**config.mk**
```make
export PLATFORM = sky130hd
export DESIGN_NAME = rc4_encrypt_flat
export DESIGN_NICKNAME = d
export VERILOG_FILES = /design/src/rtl/rc4_encrypt_if.sv /design/src/rtl/rc4_encrypt.sv /design/src/flat_wrapper.sv
export SDC_FILE = /design/constraint.sdc
export NUM_CORES = 1
export LEC_CHECK = 0
export BUFFER_PORTS_ARGS = -buffer_cell sky130_fd_sc_hd__buf_2
export CAP_MARGIN = 20
export CORE_ASPECT_RATIO = 1.75
export CORE_UTILIZATION = 35
export DETAILED_ROUTE_END_ITERATION = 16
export GPL_TIMING_DRIVEN = 0
export PLACE_DENSITY = 0.65
export SLEW_MARGIN = 40
export SYNTH_ARGS = -nofsm -noshare
export SYNTH_HDL_FRONTEND = slang
export SYNTH_SLANG_ARGS = --single-unit
```
**constraint.sdc**
```tcl
create_clock -name clk -period 3.05 [get_ports clk]
set_input_delay 0.305 -clock clk [delete_from_list [all_inputs] [get_ports clk]]
set_output_delay 0.305 -clock clk [all_outputs]
set_load 0.03 [all_outputs]
```
**src/rtl/rc4_encrypt_if.sv**
```systemverilog
// Bundle of handshake, key and memory-port signals for the RC4 encrypt core.
// The slave modport is the core's view; master is the host/memory side.
interface rc4_encrypt_if #(
    parameter int KEYLEN = 3
);
    logic                  en;
    logic                  rdy;
    logic [8*KEYLEN-1:0]   key;
    logic [7:0]            pt_addr;
    logic [7:0]            pt_rddata;
    logic [7:0]            ct_addr;
    logic [7:0]            ct_wrdata;
    logic                  ct_wren;
    logic [7:0]            s_addr;
    logic [7:0]            s_wrdata;
    logic                  s_wren;
    logic [7:0]            s_rddata;

    modport slave (
        input  en, key, pt_rddata, s_rddata,
        output rdy, pt_addr, ct_addr, ct_wrdata, ct_wren, s_addr, s_wrdata, s_wren
    );

    modport master (
        output en, key, pt_rddata, s_rddata,
        input  rdy, pt_addr, ct_addr, ct_wrdata, ct_wren, s_addr, s_wrdata, s_wren
    );
endinterface

```
**src/rtl/rc4_encrypt.sv**
```systemverilog
// RC4 encryptor: S-box init, KSA, then PRGA over a length-prefixed plaintext,
// writing a length-prefixed ciphertext image. All memories are 1-cycle sync RAMs.
module rc4_encrypt #(
    parameter int KEYLEN = 3
) (
    input  logic          clk,
    input  logic          rst_n,
    rc4_encrypt_if.slave  bus
);
    localparam int KW = 8 * KEYLEN;

    typedef enum logic [4:0] {
        IDLE,
        INIT,
        K_RDI, K_GETI, K_RDJ, K_GETJ, K_WRI, K_WRJ,
        L_RD, L_GET, L_WR,
        P_RDI, P_GETI, P_RDJ, P_GETJ, P_WRI, P_WRJ, P_RDP, P_XOR
    } state_t;

    state_t        state, state_nx, cur;
    logic [7:0]    i, j, len, si, sj;
    logic [8:0]    k;
    logic [KW-1:0] key_r, key_rot;
    logic [7:0]    key_byte;

    // Key bytes are consumed MSB-first by rotating the latched key one byte
    // per KSA step, which yields keybyte[i mod KEYLEN] without a divider.
    assign key_byte = key_r[KW-1 -: 8];
    generate
        if (KEYLEN > 1) begin : g_rot
            assign key_rot = {key_r[KW-9:0], key_r[KW-1 -: 8]};
        end else begin : g_norot
            assign key_rot = key_r;
        end
    endgenerate

    always_ff @(posedge clk) begin
        if (!rst_n) begin
            state <= IDLE;
            i     <= '0;
            j     <= '0;
            k     <= '0;
            len   <= '0;
            si    <= '0;
            sj    <= '0;
            key_r <= '0;
        end else begin
            state <= state_nx;
            case (state)
                IDLE: begin
                    if (bus.en) begin
                        key_r <= bus.key;
                        i     <= '0;
                        j     <= '0;
                    end
                end
                INIT:   i <= i + 8'd1;
                K_GETI: begin
                    si    <= bus.s_rddata;
                    j     <= j + bus.s_rddata + key_byte;
                    key_r <= key_rot;
                end
                K_GETJ: sj <= bus.s_rddata;
                K_WRJ:  i  <= i + 8'd1;
                L_GET:  len <= bus.pt_rddata;
                L_WR: begin
                    i <= '0;
                    j <= '0;
                    k <= 9'd1;
                end
                P_RDI:  i <= i + 8'd1;
                P_GETI: begin
                    si <= bus.s_rddata;
                    j  <= j + bus.s_rddata;
                end
                P_GETJ: sj <= bus.s_rddata;
                P_XOR:  k  <= k + 9'd1;
                default: ;
            endcase
        end
    end

    // Outputs fall back to idle values combinationally while reset is asserted.
    always_comb begin
        cur           = rst_n ? state : IDLE;
        state_nx      = cur;
        bus.rdy       = 1'b0;
        bus.pt_addr   = '0;
        bus.ct_addr   = '0;
        bus.ct_wrdata = '0;
        bus.ct_wren   = 1'b0;
        bus.s_addr    = '0;
        bus.s_wrdata  = '0;
        bus.s_wren    = 1'b0;
        case (cur)
            IDLE: begin
                bus.rdy = 1'b1;
                if (bus.en) state_nx = INIT;
            end
            INIT: begin
                bus.s_wren   = 1'b1;
                bus.s_addr   = i;
                bus.s_wrdata = i;
                if (i == 8'hFF) state_nx = K_RDI;
            end
            K_RDI: begin
                bus.s_addr = i;
                state_nx   = K_GETI;
            end
            K_GETI: state_nx = K_RDJ;
            K_RDJ: begin
                bus.s_addr = j;
                state_nx   = K_GETJ;
            end
            K_GETJ: state_nx = K_WRI;
            K_WRI: begin
                bus.s_wren   = 1'b1;
                bus.s_addr   = i;
                bus.s_wrdata = sj;
                state_nx     = K_WRJ;
            end
            K_WRJ: begin
                bus.s_wren   = 1'b1;
                bus.s_addr   = j;
                bus.s_wrdata = si;
                state_nx     = (i == 8'hFF) ? L_RD : K_RDI;
            end
            L_RD: begin
                bus.pt_addr = 8'd0;
                state_nx    = L_GET;
            end
            L_GET: state_nx = L_WR;
            L_WR: begin
                bus.ct_wren   = 1'b1;
                bus.ct_addr   = 8'd0;
                bus.ct_wrdata = len;
                state_nx      = (len == 8'd0) ? IDLE : P_RDI;
            end
            P_RDI: begin
                bus.s_addr = i + 8'd1;
                state_nx   = P_GETI;
            end
            P_GETI: state_nx = P_RDJ;
            P_RDJ: begin
                bus.s_addr = j;
                state_nx   = P_GETJ;
            end
            P_GETJ: state_nx = P_WRI;
            P_WRI: begin
                bus.s_wren   = 1'b1;
                bus.s_addr   = i;
                bus.s_wrdata = sj;
                state_nx     = P_WRJ;
            end
            P_WRJ: begin
                bus.s_wren   = 1'b1;
                bus.s_addr   = j;
                bus.s_wrdata = si;
                state_nx     = P_RDP;
            end
            P_RDP: begin
                // Post-swap S[i]+S[j] is sj+si, so the pad index needs no re-read.
                bus.s_addr  = si + sj;
                bus.pt_addr = k[7:0];
                state_nx    = P_XOR;
            end
            P_XOR: begin
                bus.ct_wren   = 1'b1;
                bus.ct_addr   = k[7:0];
                bus.ct_wrdata = bus.pt_rddata ^ bus.s_rddata;
                state_nx      = (k == {1'b0, len}) ? IDLE : P_RDI;
            end
            default: state_nx = IDLE;
        endcase
    end
endmodule
```
**src/flat_wrapper.sv**
```systemverilog
// flat-port wrapper written by rule: the top's interface ports become plain ports
module rc4_encrypt_flat 
#(
    parameter int KEYLEN = 3
)
  (clk, rst_n, bus_en, bus_key, bus_pt_rddata, bus_s_rddata, bus_rdy, bus_pt_addr, bus_ct_addr, bus_ct_wrdata, bus_ct_wren, bus_s_addr, bus_s_wrdata, bus_s_wren);
  rc4_encrypt_if #(.KEYLEN(KEYLEN)) bus_i ();
  input  logic clk;
  input  logic rst_n;
  input wire logic [$bits(bus_i.en)-1:0] bus_en;
  input wire logic [$bits(bus_i.key)-1:0] bus_key;
  input wire logic [$bits(bus_i.pt_rddata)-1:0] bus_pt_rddata;
  input wire logic [$bits(bus_i.s_rddata)-1:0] bus_s_rddata;
  output wire logic [$bits(bus_i.rdy)-1:0] bus_rdy;
  output wire logic [$bits(bus_i.pt_addr)-1:0] bus_pt_addr;
  output wire logic [$bits(bus_i.ct_addr)-1:0] bus_ct_addr;
  output wire logic [$bits(bus_i.ct_wrdata)-1:0] bus_ct_wrdata;
  output wire logic [$bits(bus_i.ct_wren)-1:0] bus_ct_wren;
  output wire logic [$bits(bus_i.s_addr)-1:0] bus_s_addr;
  output wire logic [$bits(bus_i.s_wrdata)-1:0] bus_s_wrdata;
  output wire logic [$bits(bus_i.s_wren)-1:0] bus_s_wren;
  assign bus_i.en = bus_en;
  assign bus_i.key = bus_key;
  assign bus_i.pt_rddata = bus_pt_rddata;
  assign bus_i.s_rddata = bus_s_rddata;
  assign bus_rdy = bus_i.rdy;
  assign bus_pt_addr = bus_i.pt_addr;
  assign bus_ct_addr = bus_i.ct_addr;
  assign bus_ct_wrdata = bus_i.ct_wrdata;
  assign bus_ct_wren = bus_i.ct_wren;
  assign bus_s_addr = bus_i.s_addr;
  assign bus_s_wrdata = bus_i.s_wrdata;
  assign bus_s_wren = bus_i.s_wren;
  rc4_encrypt #(.KEYLEN(KEYLEN)) u_core (.clk(clk), .rst_n(rst_n), .bus(bus_i));
endmodule
```
==> metrics.md <==
| Metric | Value |
|---|---|
| Status | `complete, no violations` |
| Post-place instance area | `5920 um2` |
| Min Hold Slack | `0.217 ns` |
| Hold Path Class | `in2reg` |
| Crit-path max cell delay | `about 0.4 ns` |
| Synth Flop Type | `dfxtp_1` |
| Synth Area per Inst | `between 7 and 8 um2` |
| Seq cells post-synth | `78` |
| Initial antenna violation count | `0` |
| Fin worst setup slack | `0.146 ns` |
| Final wirelength | `16800 um` |
| Pins over their slew limit | `0` |
| MaxCap Viol Count | `0` |
| Total CTS buffers | `9` |
| Crit-path leading delay family | `compound AO/OA/AOI/OAI gates` |
| DRC | `0` |
| Minimum clock period | `2.90 ns` |
| LEAKAGE | `about 2.8 nW` |
| GRT Util Overall | `0.224` |
| CTS tree | `yes` |
| Routed WL per cell | `around 17 um` |
| Overall power | `~2.5 mW` |
| Cells after synthesis | `683` |
| Initial DRC count | `366` |
| Most used cell, CP | `a21oi_1` |
| Fillers | `about 1500` |
| PD cells | `395 nW/um2` |
| Slew HR | `0.524` |
| Row count | `58` |
| DPL Wire Length | `about 13000 um` |
| Crit-path slowest cell | `fa_1` |
| Worst vdd ir | `0.000308 V` |
| # IOs | `86` |
| Endpoints failing hold | `0` |
| Routed Antenna Nets | `0` |
| Dpl ws | `-0.288 ns` |
| Final setup vio count | `0` |
| CTS max path bufs | `2` |
| Crit. End Element | `primary output` |
| EDFF count, synth | `0` |
| Largest net degree at the start of global routing | `16` |
| Clk_skew | `0.00680 ns` |
| Syn nets | `752` |
| Hold buffer count at cts | `0` |
| Design area | `approximately 6300 um2` |
| Async SR Flop Fraction | `0` |
| Die ar. | `15500 um2` |
| Gr ovfl total | `0` |
| CP Launch Type | `flop` |
| CP Max Fanout | `3` |
| Gpl congestion | `around 0.94` |
| Critical path type | `reg2out` |
| Vias post-DR | `between 5000 and 6000` |
| First-pass GRT wire length | `26500 um` |
| First-pass DRT Iterations | `8` |
| Share of the yosys chip area belonging to registers | `0.297` |
| Input/output buffers | `between 80 and 90` |
| Post-synthesis to final-layout area growth | `20.6%` |
| H-tree lvl count | `3` |
| Worst-Skew Late Latency | `0.35 ns` |
| Worst-Margin Slew | `0.711 ns` |
| Worst Path Buf+Inv | `1` |
| Mapped Area | `5260 um2` |
| RSZ-0062 raised after global routing | `false` |
| # diodes | `0` |
| Die width | `94.7 um` |
| Layout net count | `849` |
| Root Driver | `clkbuf_16` |
| Chip height | `between 150 and 200 um` |
| Period utilisation layout | `0.952` |
| Layout cell share with drive strength beyond 1 | `0.180` |
| Clock sink count | `slightly below 80` |
| Clock transition at path regs | `around 0.070 ns` |
| WP data arrival | `between 2 and 3 ns` |
| Yosys cell types | `between 50 and 60` |
| Crit-path cells | `ha_1 > fa_1 > a21o_1 > a21oi_1 > o21bai_1 > a21oi_1 > xor2_1 > o21ai_0 > buf_2` |
| Initial core utilization | `0.362` |
| Worst EP required | `2.74 ns` |
| Total core area | `14500 um2` |
| Vias/cell | `5.65` |
| Vias in the first global route | `5123` |
| Yosys warning count | `0` |
| Highest clock rate | `approximately 340 MHz` |
[final timing paths]
path | startpoint | end | slack, ns | cells past startpoint
max | u_core.sj[0] | bus_s_addr[6] | 0.15 | 9
min | bus_key[8] | u_core.key_r[8] | 0.22 | 3
max reg2reg | u_core.j[0] | u_core.j[7] | 0.15 | 14
min reg2reg | u_core.key_r[3] | u_core.key_r[11] | 0.48 | 2
[layout make-up]
cell class,instances,area [um2],share of cell area
multi-input combinational,543,3540,0.559
sequential,78,1560,0.246
timing repair buffer,87,440,0.0694
clock buffer,9,225,0.0355
tap,180,225,0.0355
buffer,37,178,0.0280
inverter,24,90.1,0.0142
clock inverter,7,78.8,0.0124
[through the flow]
step	util	instances	setup TNS [ns]
6_report	0.437	965	0
5_1_grt	0.437	965	0
4_1_cts	0.430	964	-0.00323
3_5_place_dp	0.408	948	-0.559
3_3_place_gp	0.407	948	-0.512
2_1_floorplan	-	683	0
[worst min-delay path: cells and delay by family]
family	cells	cell delay (ns)
compound gates	1	0.07
simple gates	1	0.04
buf+inv	1	0.09
[registers in the layout (all words and copies together), names as in the netlist]
| signal | flops |
|---|---|
| u_core.si | 8 |
| u_core.len | 8 |
| u_core.i | 8 |
| u_core.state | 5 |
| u_core.sj | 8 |
| u_core.k | 9 |
| u_core.j | 8 |
| u_core.key_r | 24 |
[per-layer routing]
layer	global-route usage	part of all wire	up-vias
met5	0	0	-
met4	0.125	0.059	0
met3	0.0403	0.056	63
met2	0.406	0.51	222
met1	0.238	0.37	2518
li1	-	-	2646
[cell usage in the layout, fill, tap and decap left out, drive strengths merged, types with 4 or more instances in the layout]
cell    count
xor2       17
and3       14
a311oi     26
and2       21
a21oi      40
nand3      15
nand2b      9
a221oi      7
or3         9
xnor2      20
dfxtp      78
ha         23
nor2       79
nor3       12
buf       102
nand2     104
nor4        5
nor2b       7
o21bai      4
a21o       12
o21ai      37
mux2i      19
a222oi     11
inv        27
clkbuf     31
a31oi       5
a22oi      10
[timing repair]
item | 4_1_cts | 5_1_grt
resized for setup | 4 | 15
pin swaps | 2 | 6
endpoints found under the setup margin | 7 | 9
buffers inserted | 0 | 2
cloned | 0 | 0
[cells in the mapped netlist (3+ instances only)]
cell type,instances,area (um2)
nand2b_1,9,56.3
a222oi_1,11,110
dfxtp_1,78,1560
fa_1,3,60.1
nor3_1,9,45.0
a21oi_1,40,200
and3_1,14,87.6
nor4_1,4,25.0
inv_1,24,90.1
xor2_1,17,149
buf_2,11,55.1
or3_1,9,56.3
xnor2_1,20,175
o21ai_0,36,180
a21o_1,12,90.1
nand2_1,104,390
clkbuf_1,22,82.6
mux2i_1,19,190
ha_1,23,288
a221oi_1,7,61.3
a311oi_1,25,219
nor3_2,3,30.0
o211ai_1,3,22.5
nor2_1,79,297
a22oi_1,10,75.1
and2_1,21,131
a31oi_1,5,31.3
nor2b_1,7,43.8
o21bai_1,4,30.0
a211oi_1,3,22.5
o21a_1,3,22.5
nand3_1,15,75.1
o311ai_0,3,26.3
[power breakdown]
group | internal, mW | leakage (nW) | switching [mW] | total (mW)
Sequential | 1.05 | 0.634 | 0.0225 | 1.07
Combinational | 0.126 | 2.06 | 0.178 | 0.304
Clock | 0.643 | 0.139 | 0.488 | 1.13
Total | 1.82 | 2.84 | 0.689 | 2.51
[cell families (layout without fill, tap and decap cells)]
family                     after synthesis  in the layout  share of synthesized area
and+or+nand+nor                        284            284                      0.253
AOI/OAI and AO/OA                      174            174                      0.229
DFF                                     78             78                      0.297
buffers and inverters                   62            164                     0.0511
xor gates and xnor gates                37             37                     0.0616
adders and majority gates               26             26                     0.0661
muxes                                   22             22                     0.0426
Power figures use the tool's default switching activity.
